[src/rtl/noc_pkg.sv]
// rtl/noc_pkg.sv - shared NoC constants, packet field layout and packet type
//
// Purpose: shared by the routing units and the output port arbiters.
// Packet layout (PKT_W = 23):
//   [22:21] type, [20:15] source, [14:9] target, [8] QoS, [7:0] payload
package noc_pkg;

  localparam int NUM_DIR = 5;
  localparam int DIR_N   = 0;
  localparam int DIR_W   = 1;
  localparam int DIR_S   = 2;
  localparam int DIR_E   = 3;
  localparam int DIR_B   = 4;

  localparam int PKT_W    = 23;
  localparam int TYPE_LSB = 21;
  localparam int TYPE_W   = 2;
  localparam int SRC_LSB  = 15;
  localparam int SRC_W    = 6;
  localparam int TGT_LSB  = 9;
  localparam int TGT_W    = 6;
  localparam int QOS_POS  = 8;

  typedef logic [PKT_W-1:0] pkt_t;

endpackage

[src/rtl/rr_pick5.sv]
// rtl/rr_pick5.sv - five-way round-robin picker starting at a pointer
//
// Purpose: combinational first-requester search over indices ptr, ptr+1, ...
// wrapping modulo NUM_DIR.
// Ports:
//   req_i   [4:0]  request vector
//   ptr_i   [2:0]  search start index (always < NUM_DIR)
//   gnt_o   [4:0]  one-hot grant, zero when nothing requests
//   found_o        at least one request was present
module rr_pick5
  import noc_pkg::*;
(
  input  logic [NUM_DIR-1:0] req_i,
  input  logic [2:0]         ptr_i,
  output logic [NUM_DIR-1:0] gnt_o,
  output logic               found_o
);

  logic [3:0] idx;
  logic       found;

  always_comb begin
    gnt_o = '0;
    found = 1'b0;
    idx   = '0;
    for (int k = 0; k < NUM_DIR; k++) begin
      // ptr + k is at most 8, so a single conditional subtract wraps it
      idx = {1'b0, ptr_i} + 4'(k);
      if (idx >= 4'(NUM_DIR)) begin
        idx = idx - 4'(NUM_DIR);
      end
      if (!found && req_i[idx[2:0]]) begin
        gnt_o[idx[2:0]] = 1'b1;
        found           = 1'b1;
      end
    end
    found_o = found;
  end

endmodule

[src/rtl/output_port_arbiter.sv]
// rtl/output_port_arbiter.sv - QoS round-robin output port arbiter with anti-starvation
//
// Purpose: one instance per output direction of a node. Picks one of the
// five input ports per cycle (high QoS class first, round-robin within a
// class, low class forced after STARVE_LIMIT consecutive high grants while
// low requests wait), pops the winner with a one-hot grant and registers
// the packet into a valid/ready output stage.
// Ports:
//   clk, rst        clock, synchronous active-high reset
//   req_in          per-input request for this direction
//   pkt_in          packed input packets, input i at [i*PKT_W +: PKT_W]
//   port_disable    blocks all grants (faulty neighbour / mesh edge)
//   grant_out       one-hot pop strobe, combinational
//   out_valid       output register holds a packet
//   out_pkt         registered packet
//   out_ready       downstream accept
module output_port_arbiter
  import noc_pkg::*;
#(
  parameter int NUM_IN       = noc_pkg::NUM_DIR,
  parameter int PKT_W        = noc_pkg::PKT_W,
  parameter int QOS_POS      = noc_pkg::QOS_POS,
  parameter int STARVE_LIMIT = 4
) (
  input  logic                    clk,
  input  logic                    rst,
  input  logic [NUM_IN-1:0]       req_in,
  input  logic [NUM_IN*PKT_W-1:0] pkt_in,
  input  logic                    port_disable,
  output logic [NUM_IN-1:0]       grant_out,
  output logic                    out_valid,
  output logic [PKT_W-1:0]        out_pkt,
  input  logic                    out_ready
);

  localparam int CNT_W = $clog2(STARVE_LIMIT + 1);
  localparam logic [CNT_W-1:0] LIMIT = CNT_W'(STARVE_LIMIT);

  logic [2:0]        hi_ptr_q, hi_ptr_d;
  logic [2:0]        lo_ptr_q, lo_ptr_d;
  logic [CNT_W-1:0]  starve_q, starve_d;
  logic              out_valid_q, out_valid_d;
  logic [PKT_W-1:0]  out_pkt_q, out_pkt_d;

  logic [NUM_IN-1:0] hi_req, lo_req;
  logic [NUM_IN-1:0] hi_gnt, lo_gnt;
  logic              hi_found, lo_found;
  logic              slot_free, grant_en, sel_lo, any_grant;
  logic [NUM_IN-1:0] grant;
  logic [2:0]        win_idx, next_ptr;
  logic [PKT_W-1:0]  win_pkt;

  always_comb begin
    hi_req = '0;
    lo_req = '0;
    for (int i = 0; i < NUM_IN; i++) begin
      if (req_in[i]) begin
        if (pkt_in[i*PKT_W + QOS_POS]) hi_req[i] = 1'b1;
        else                           lo_req[i] = 1'b1;
      end
    end
  end

  rr_pick5 u_pick_hi (
    .req_i   (hi_req),
    .ptr_i   (hi_ptr_q),
    .gnt_o   (hi_gnt),
    .found_o (hi_found)
  );

  rr_pick5 u_pick_lo (
    .req_i   (lo_req),
    .ptr_i   (lo_ptr_q),
    .gnt_o   (lo_gnt),
    .found_o (lo_found)
  );

  always_comb begin
    slot_free = !out_valid_q || out_ready;
    // rst gates the grant so upstream buffers are never popped during reset
    grant_en  = slot_free && !port_disable && !rst;
    sel_lo    = ((starve_q == LIMIT) && (|lo_req)) || (hi_req == '0);
    any_grant = grant_en && (sel_lo ? lo_found : hi_found);
    grant     = '0;
    if (any_grant) begin
      grant = sel_lo ? lo_gnt : hi_gnt;
    end

    win_idx = '0;
    win_pkt = '0;
    for (int i = 0; i < NUM_IN; i++) begin
      if (grant[i]) begin
        win_idx = 3'(i);
        win_pkt = pkt_in[i*PKT_W +: PKT_W];
      end
    end
    next_ptr = (win_idx == 3'(NUM_IN - 1)) ? 3'd0 : win_idx + 3'd1;

    hi_ptr_d    = hi_ptr_q;
    lo_ptr_d    = lo_ptr_q;
    starve_d    = starve_q;
    out_valid_d = out_valid_q;
    out_pkt_d   = out_pkt_q;

    if (any_grant) begin
      out_pkt_d   = win_pkt;
      out_valid_d = 1'b1;
      if (sel_lo) begin
        lo_ptr_d = next_ptr;
        starve_d = '0;
      end else begin
        hi_ptr_d = next_ptr;
        if (|lo_req) begin
          starve_d = (starve_q == LIMIT) ? starve_q : starve_q + 1'b1;
        end else begin
          starve_d = '0;
        end
      end
    end else begin
      if (out_valid_q && out_ready) begin
        out_valid_d = 1'b0;
      end
      // a disabled port freezes its arbitration state entirely
      if (!port_disable && (lo_req == '0)) begin
        starve_d = '0;
      end
    end
  end

  always_ff @(posedge clk) begin
    if (rst) begin
      hi_ptr_q    <= '0;
      lo_ptr_q    <= '0;
      starve_q    <= '0;
      out_valid_q <= 1'b0;
      out_pkt_q   <= '0;
    end else begin
      hi_ptr_q    <= hi_ptr_d;
      lo_ptr_q    <= lo_ptr_d;
      starve_q    <= starve_d;
      out_valid_q <= out_valid_d;
      out_pkt_q   <= out_pkt_d;
    end
  end

  assign grant_out = grant;
  assign out_valid = out_valid_q;
  assign out_pkt   = out_pkt_q;

endmodule

[config.mk]
export PLATFORM = sky130hd
export DESIGN_NAME = output_port_arbiter
export DESIGN_NICKNAME = d
export VERILOG_FILES = /design/src/rtl/noc_pkg.sv /design/src/rtl/rr_pick5.sv /design/src/rtl/output_port_arbiter.sv
export SDC_FILE = /design/constraint.sdc
export NUM_CORES = 1
export LEC_CHECK = 0
export CAP_MARGIN = 25
export CORE_UTILIZATION = 30
export CTS_BUF_LIST = sky130_fd_sc_hd__clkbuf_4 sky130_fd_sc_hd__clkbuf_8 sky130_fd_sc_hd__clkbuf_16
export CTS_CLUSTER_DIAMETER = 120
export DETAILED_ROUTE_END_ITERATION = 8
export GPL_TIMING_DRIVEN = 0
export PLACE_DENSITY_LB_ADDON = 0.08
export SETUP_SLACK_MARGIN = 0.1
export SYNTH_ARGS = -nofsm -noshare
export SYNTH_HDL_FRONTEND = slang
export SYNTH_SLANG_ARGS = --single-unit
[constraint.sdc]
create_clock -name clk -period 6.4 [get_ports clk]
set_input_delay 0.64 -clock clk [delete_from_list [all_inputs] [get_ports clk]]
set_output_delay 0.64 -clock clk [all_outputs]
set_load 0.005 [all_outputs]
## Word level (Yosys, flattened, before mapping)

Index checks and enable logic that the tools add are counted.
Widths: inputs -> output; s select.

| operators by class | value |
|---|---|
| muxes and demuxes | 110 |
| equality and inequality tests | 3 |
| divide/modulo/power cells | 0 |
| shift operators | 0 |
| magnitude comparators | 30 |
| bitwise gates (word level) | 9 |
| $mul | 0 |
| $add $sub $neg | 20 |
| reductions and logical operators | 45 |

Operator list:

| kind | count |
|---|---|
| $mux 23 | 5 |
| $mux 5 | 12 |
| $mux 3 | 19 |
| $mux 1 | 54 |
| $lt 3x4->1 const B | 10 |
| $or 5x5->5 | 8 |
| $ge 4x3->1 const B | 8 |
| $bmux 1 s3 | 10 |
| $demux 1 s3 | 10 |
| $ge 3x1->1 const B | 10 |
| $sub 3x3->3 const B | 10 |
| $logic_and 1x1->1 | 24 |
| $add 3x2->4 const B | 4 |
| $logic_not 1->1 | 11 |
| $logic_not 5->1 | 2 |
| $add 3x1->4 const B | 2 |
| $add 3x3->4 const B | 2 |
| $add 3x1->3 const B | 2 |
| $eq 3x3->1 const B | 2 |
| $ge 3x3->1 const B | 2 |
| $reduce_and 2->1 | 3 |
| $reduce_or 5->1 | 1 |
| $ne 4x4->1 const B | 1 |
| $reduce_bool 2->1 | 2 |
| 2 further kinds | 3 |

| word-level totals | value |
|---|---|
| memory bits (read-only) | 0 |
| memories kept | 0 |
| bits in latches | 0 |
| word-level logic and storage cells | 222 |
| flip-flop bits (word level) | 33 |
| output and inout bits | 29 |
| memory bits (writable) | 0 |
| input bits | 124 |

## Logic depth before layout (Yosys ltp)

| depth | value |
|---|---|
| depth in word-level cells | 26 |
| gate-level depth with buffers | 21 |
| depth with buffers taken out | 17 |

## Modules after synthesis

Synthesis repeated with hierarchy kept, for this count alone.

| unflattened totals | value |
|---|---|
| cell total of the unflattened synthesis | 673 |
| area, all modules | 4948.5 sq um |

Modules (own cells, without submodules):

| module | seq. area each (sq um) | cells each | instances | area an instance (sq um) |
|---|---|---|---|---|
| output_port_arbiter | 660.6 | 331 | 1 | 2507.4 |
| rr_pick5 (u_pick_hi) | 0.0 | 171 | 1 | 1231.2 |
| rr_pick5 (u_pick_lo) | 0.0 | 171 | 1 | 1209.9 |

## Least setup slack after synthesis

Ideal clock, no wire load.

| timing | value |
|---|---|
| kind | register to register |
| start point | reg hi_ptr_q[0] |
| end point | reg lo_ptr_q[1] |
| path buffers | 5 |
| period minus slack after synthesis | 4.412 ns |
| required time | 6.329 ns |
| setup slack | 1.988 ns |
| cell stages (with the launch flop) | 21 |
| library setup time | 0.071 ns |
| arrival | 4.341 ns |
| cells stage by stage | dfxtp_1 buf_6 buf_6 inv_2 ha_1 ha_1 o22ai_2 mux2_1 o2111a_1 buf_6 or3_4 or4_1 o2111ai_1 a22o_4 buf_8 buf_12 nand2b_1 ha_1 inv_1 or3_1 a21oi_1 |

| on the way | value |
|---|---|
| elaborated cells on any way between the ends | 88 |
| classes of those cells | add/sub (10); order compare (15); eq/ne (1); mux (43); bitwise (4); reduce/logical (15) |

RTL lines:

| element | line | RTL |
|---|---|---|
| from (decl) | output_port_arbiter.sv:39 | `logic [2:0] hi_ptr_q, hi_ptr_d;` |
| from (signal assigned) | output_port_arbiter.sv:138 | `hi_ptr_q <= hi_ptr_d;` |
| branches (longest 19 deep; another with $add 3x1->4) | - |  |
| $mux 5 * | output_port_arbiter.sv:85 | `if (any_grant) begin` |
| via grant_out[3] | output_port_arbiter.sv:30 | `output logic [NUM_IN-1:0] grant_out,` |
| $mux 3 * (2 in a row) | output_port_arbiter.sv:92 | `if (grant[i]) begin` |
| $add 3x1->3 or $eq 3x3->1 (tied branches) | output_port_arbiter.sv:97 | `next_ptr = (win_idx == 3'(NUM_IN - 1)) ? 3'd0 : win_idx + 3'd1;` |
| $mux 3 * | output_port_arbiter.sv:97 |  |
| to (signal assigned) | output_port_arbiter.sv:139 | `lo_ptr_q <= lo_ptr_d;` |
| to (decl) | output_port_arbiter.sv:40 | `logic [2:0] lo_ptr_q, lo_ptr_d;` |

Mark *: on every way through the listed nets, which the timed path passes. The select of a mux whose other input is x is not followed.
A chain may end at the register's enable or synchronous reset.

## Worst setup path in the final report

| timing | value |
|---|---|
| start point | reg hi_ptr_q[0] |
| end point | out grant_out[0] |

| on the way | value |
|---|---|
| cells in the longest elaborated chain, start to end | 20 |
| elaborated cells on any way between the ends | 80 |
| classes of those cells | add/sub (9); order compare (15); mux (38); bitwise (4); reduce/logical (14) |

Ends and longest elaborated chain:

| element | line |
|---|---|
| branches (longest 19 deep; another with $add 3x1->4) | - |
| $mux 5 * | output_port_arbiter.sv:85 |
| to (decl) | output_port_arbiter.sv:30 |

Mark *: on every way between the ends. The select of a mux whose other input is x is not followed.

==> flow_metrics.py <==
metrics = {
    "floorplanning": {
        "num_io_pins": 153,
        "die_h_um": 136.4,
        "floorplan.die.width_um": 136.4,
        "core_area_um2": 17480,
        "std_cell_rows": 48,
        "dieArea_um2": 18610,
        "start_util_pct": 31.02,
    },
    "logic_synthesis": {
        "netlist_instances": 738,
        "netlist.area_leader.share_pct": 12.19,
        "post-synth-top-area-cell": "sky130_fd_sc_hd__dfxtp_1",
        "synth_flop_cell": "sky130_fd_sc_hd__dfxtp_1",
        "post-synth-top-count-cell": "sky130_fd_sc_hd__nor2_1",
        "synth.avg_cell_area_um2": 7.346,
        "synth.yosys.seq_area_share_pct": 12.19,
        "synth_async_sr_flop_share_pct": 0,
        "post_synthesis_instance_area_um2": 5421,
        "ys_seq_elements": 33,
        "yosysWarnings": 0,
        "synth-edff-count": 0,
        "synth_nets": 885,
        "synth.lib_cells_used.distinct": 94,
        "synthTopCellsByArea": "sky130_fd_sc_hd__dfxtp_1 (12%), sky130_fd_sc_hd__ha_1 (4.8%), sky130_fd_sc_hd__o31ai_2 (4.4%)",
        "synth_commonest_cells": "sky130_fd_sc_hd__nor2_1 (63), sky130_fd_sc_hd__inv_1 (61), sky130_fd_sc_hd__nand2_1 (53)",
    },
    "global_routing": {
        "grt_first_pass_wirelength_um": 34850,
        "top_usage_layer": "met2",
        "grt_use_met2_pct": 41.91,
        "grt_util_met1_pct": 31.27,
        "grt_pass1_vias": 6472,
        "globalRoute.totalOverflow": 0,
        "global_route_met3_utilization_pct": 2.834,
        "grt_max_degree": 12,
        "antenna_found_initial": 0,
        "grt_usage_pct": 24.05,
    },
    "cts": {
        "hold_buffers": 0,
        "cts-buffers-inserted": 5,
        "post-cts-setup-buffers": 0,
        "cts.path.max_buffers": 2,
        "clk-insertion-delay-late_ns": 0.29,
        "cts_tree": "done",
        "cts_root_buf": "sky130_fd_sc_hd__clkbuf_16",
        "cts.reportedPaths.clkPinSlew_ns": 0.05,
        "h-tree-depth": 2,
        "numClockSinks": 33,
        "cts_resized": 0,
    },
    "power_and_ir_drop": {
        "switching_power_mw": 0.4517,
        "power_density_nw_per_um2": 153.4,
        "power.clock.fraction_pct": 22.4,
        "pwr-share-comb_pct": 55.9,
        "flop_pwr_share_pct": 21.7,
        "vdd_drop_max_mv": 0.09245,
        "int_power_mw": 0.6790,
        "static_leakage_nw": 2.805,
        "power.share.switching_pct": 39.95,
    },
    "layout": {
        "sequential_cell_area_um2": 660.6,
        "postLayoutCoreUtil_pct": 42.18,
        "drive_gt1_share_pct": 10.59,
        "fin_cells": 1122,
        "layout.nets": 1044,
        "antenna_fix_cells": 0,
        "num-fill-cells": 1796,
        "areaGrowthSynthToFinish_pct": 35.96,
        "multiInputGateArea_um2": 4204,
    },
    "routing": {
        "detail_route.first_pass.iterations": 4,
        "violation_count_after_the_first_detailed_route_iteration": 424,
        "num_vias": 6576,
        "drt_wl_total_um": 22790,
        "drt_drc_violations_left": 0,
        "routed_via_density": 5.861,
        "antenna_violating_nets_post_route": 0,
        "routedWlPerCell_um": 20.31,
    },
    "worst_setup_path": {
        "timing.critical_path.to_type": "output pin",
        "timing.critical_path.fanout_max": 10,
        "crit-reg2reg-launch": "lo_ptr_q[2]$_SDFFE_PP0P_",
        "reg2reg_depth": 18,
        "kind_of_critical_path": "reg2out",
        "setup.reg_to_reg.worst_slack_ns": 0.92,
        "critical_path.endpoint": "grant_out[0]",
        "worst_ep_arrival_time_ns": 5.21,
        "worst-endpoint-required_ns": 5.76,
        "regToRegEndpoint": "lo_ptr_q[1]$_SDFFE_PP0P_",
        "cp-start-kind": "flip-flop",
        "crit_start": "hi_ptr_q[0]$_SDFFE_PP0P_",
    },
    "timing": {
        "max_clock_freq_ghz": 0.1708,
        "finalSetupTns_ns": 0,
        "max_slew_violations": 0,
        "finalClockSkew_ns": 0.009102,
        "setup_repair_after_global_routing_missed_its_margin": "false",
        "setup_violations": 0,
        "min_period_over_period_pct": 91.47,
        "fin_hold_ws_ns": 0.4811,
        "timing.max_slew.rel_slack_pct": 52.81,
        "min_period_ns": 5.854,
        "final_hold_viol_count": 0,
        "pin_slew_with_the_least_headroom_to_its_limit_ns": 0.7079,
    },
    "placed_design": {
        "post-place-cells": 1115,
        "placement.io_buffers": 152,
        "half_perimeter_wire_length_after_placement_um": 17890,
        "gp_routability_congestion": 0.9512,
    },
    "flow_run": {
        "max-cap-violations": 0,
    },
    "min_path": {
        "holdCritPathClass": "reg2reg",
    },
    "outcome": {
        "outcome": "completed",
    },
}
## power groups by stage
stage	sequential [mW]	combinational (mW)	clock [mW]
after floorplan	0.248	0.382	0
after global placement	0.249	0.619	0
after detailed placement	0.249	0.626	0
after CTS	0.246	0.629	0.257
after global routing	0.249	0.683	0.264
final	0.245	0.632	0.253
## stage by stage
| stage | area [µm²] | total power [mW] | setup slack (ns) |
|---|---|---|---|
| after floorplan | 5421 | 0.6298 | 1.988 |
| after global placement | 7224 | 0.8685 | 0.9355 |
| after detailed placement | 7224 | 0.8754 | 0.9142 |
| after CTS | 7371 | 1.132 | 0.5869 |
| after global routing | 7371 | 1.196 | 0.1959 |
| final | 7371 | 1.131 | 0.5462 |
## cell families after synthesis
kind of cell / Yosys count / synth area share, %
AO/OA/AOI/OAI: 295 / 43.94
AND/OR/NAND/NOR: 254 / 24.81
flip-flops: 33 / 12.19
buffers and inverters: 116 / 10.27
adder cells (fa/ha/maj): 23 / 5.585
XOR/XNOR: 6 / 1.108
multiplexers: 11 / 2.100
## flip-flops by register name, indices dropped and copies added (netlist names)
register   cells
starve_q       3
out_pkt       23
lo_ptr_q       3
hi_ptr_q       3
out_valid      1
## area by class of cell
class / count / share of cell area, %
Tap cell: 225 / 3.819
Inverter: 64 / 3.259
Clock buffer: 7 / 1.986
Buffer: 52 / 4.295
Timing Repair Buffer: 152 / 20.64
Sequential cell: 33 / 8.963
Multi-Input combinational cell: 589 / 57.04
## cell usage in the layout (no fill, tap or decap), types with 16 or more instances in the layout
| cell | n |
|---|---|
| sky130_fd_sc_hd__nor3_1 | 16 |
| sky130_fd_sc_hd__nand2_1 | 53 |
| sky130_fd_sc_hd__o31ai_2 | 19 |
| sky130_fd_sc_hd__nor2b_1 | 18 |
| sky130_fd_sc_hd__ha_1 | 21 |
| sky130_fd_sc_hd__a21oi_1 | 38 |
| sky130_fd_sc_hd__o21ai_0 | 21 |
| sky130_fd_sc_hd__nand3_1 | 18 |
| sky130_fd_sc_hd__nand2b_1 | 20 |
| sky130_fd_sc_hd__buf_2 | 18 |
| sky130_fd_sc_hd__inv_1 | 61 |
| sky130_fd_sc_hd__clkdlybuf4s50_1 | 152 |
| sky130_fd_sc_hd__a22oi_1 | 27 |
| sky130_fd_sc_hd__a211o_1 | 25 |
| sky130_fd_sc_hd__nor2_1 | 63 |
| sky130_fd_sc_hd__clkbuf_1 | 19 |
| sky130_fd_sc_hd__o22ai_1 | 29 |
| sky130_fd_sc_hd__dfxtp_1 | 33 |
## worst min path at each step
stage | startpoint | to | slack [ns] | depth (start not counted)
3_5_place_dp | out_pkt[15]$_SDFFE_PP0P_ | out_pkt[15]$_SDFFE_PP0P_ | 0.47 | 2
4_1_cts | out_pkt[15]$_SDFFE_PP0P_ | out_pkt[15]$_SDFFE_PP0P_ | 0.49 | 2
3_3_place_gp | out_pkt[16]$_SDFFE_PP0P_ | out_pkt[16]$_SDFFE_PP0P_ | 0.47 | 2
5_1_grt | out_pkt[16]$_SDFFE_PP0P_ | out_pkt[16]$_SDFFE_PP0P_ | 0.51 | 2
2_1_floorplan | starve_q[2]$_SDFFE_PP0P_ | starve_q[2]$_SDFFE_PP0P_ | 0.46 | 2
6_report | out_pkt[15]$_SDFFE_PP0P_ | out_pkt[15]$_SDFFE_PP0P_ | 0.48 | 2
## worst max-delay path, stage by stage (launching register included)
cell and delay (ns):
sky130_fd_sc_hd__dfxtp_1 0.58, sky130_fd_sc_hd__buf_6 0.21, sky130_fd_sc_hd__buf_6 0.14, sky130_fd_sc_hd__inv_2 0.11, sky130_fd_sc_hd__ha_1 0.29, sky130_fd_sc_hd__ha_1 0.43
sky130_fd_sc_hd__clkbuf_1 0.38, sky130_fd_sc_hd__a21oi_1 0.14, sky130_fd_sc_hd__mux2i_1 0.18, sky130_fd_sc_hd__nor4b_1 0.54, sky130_fd_sc_hd__a21oi_1 0.17, sky130_fd_sc_hd__nor4b_2 0.22
sky130_fd_sc_hd__a22oi_1 0.44, sky130_fd_sc_hd__clkbuf_1 0.44, sky130_fd_sc_hd__o21ai_0 0.15, sky130_fd_sc_hd__clkdlybuf4s50_1 0.49
## layer usage
layer  wire, µm  vias up
met5          0        -
met4        374        0
met3        895       32
met2      11400      198
met1      10120     3198
li1           -     3148
(Power assumes the default switching activity.)
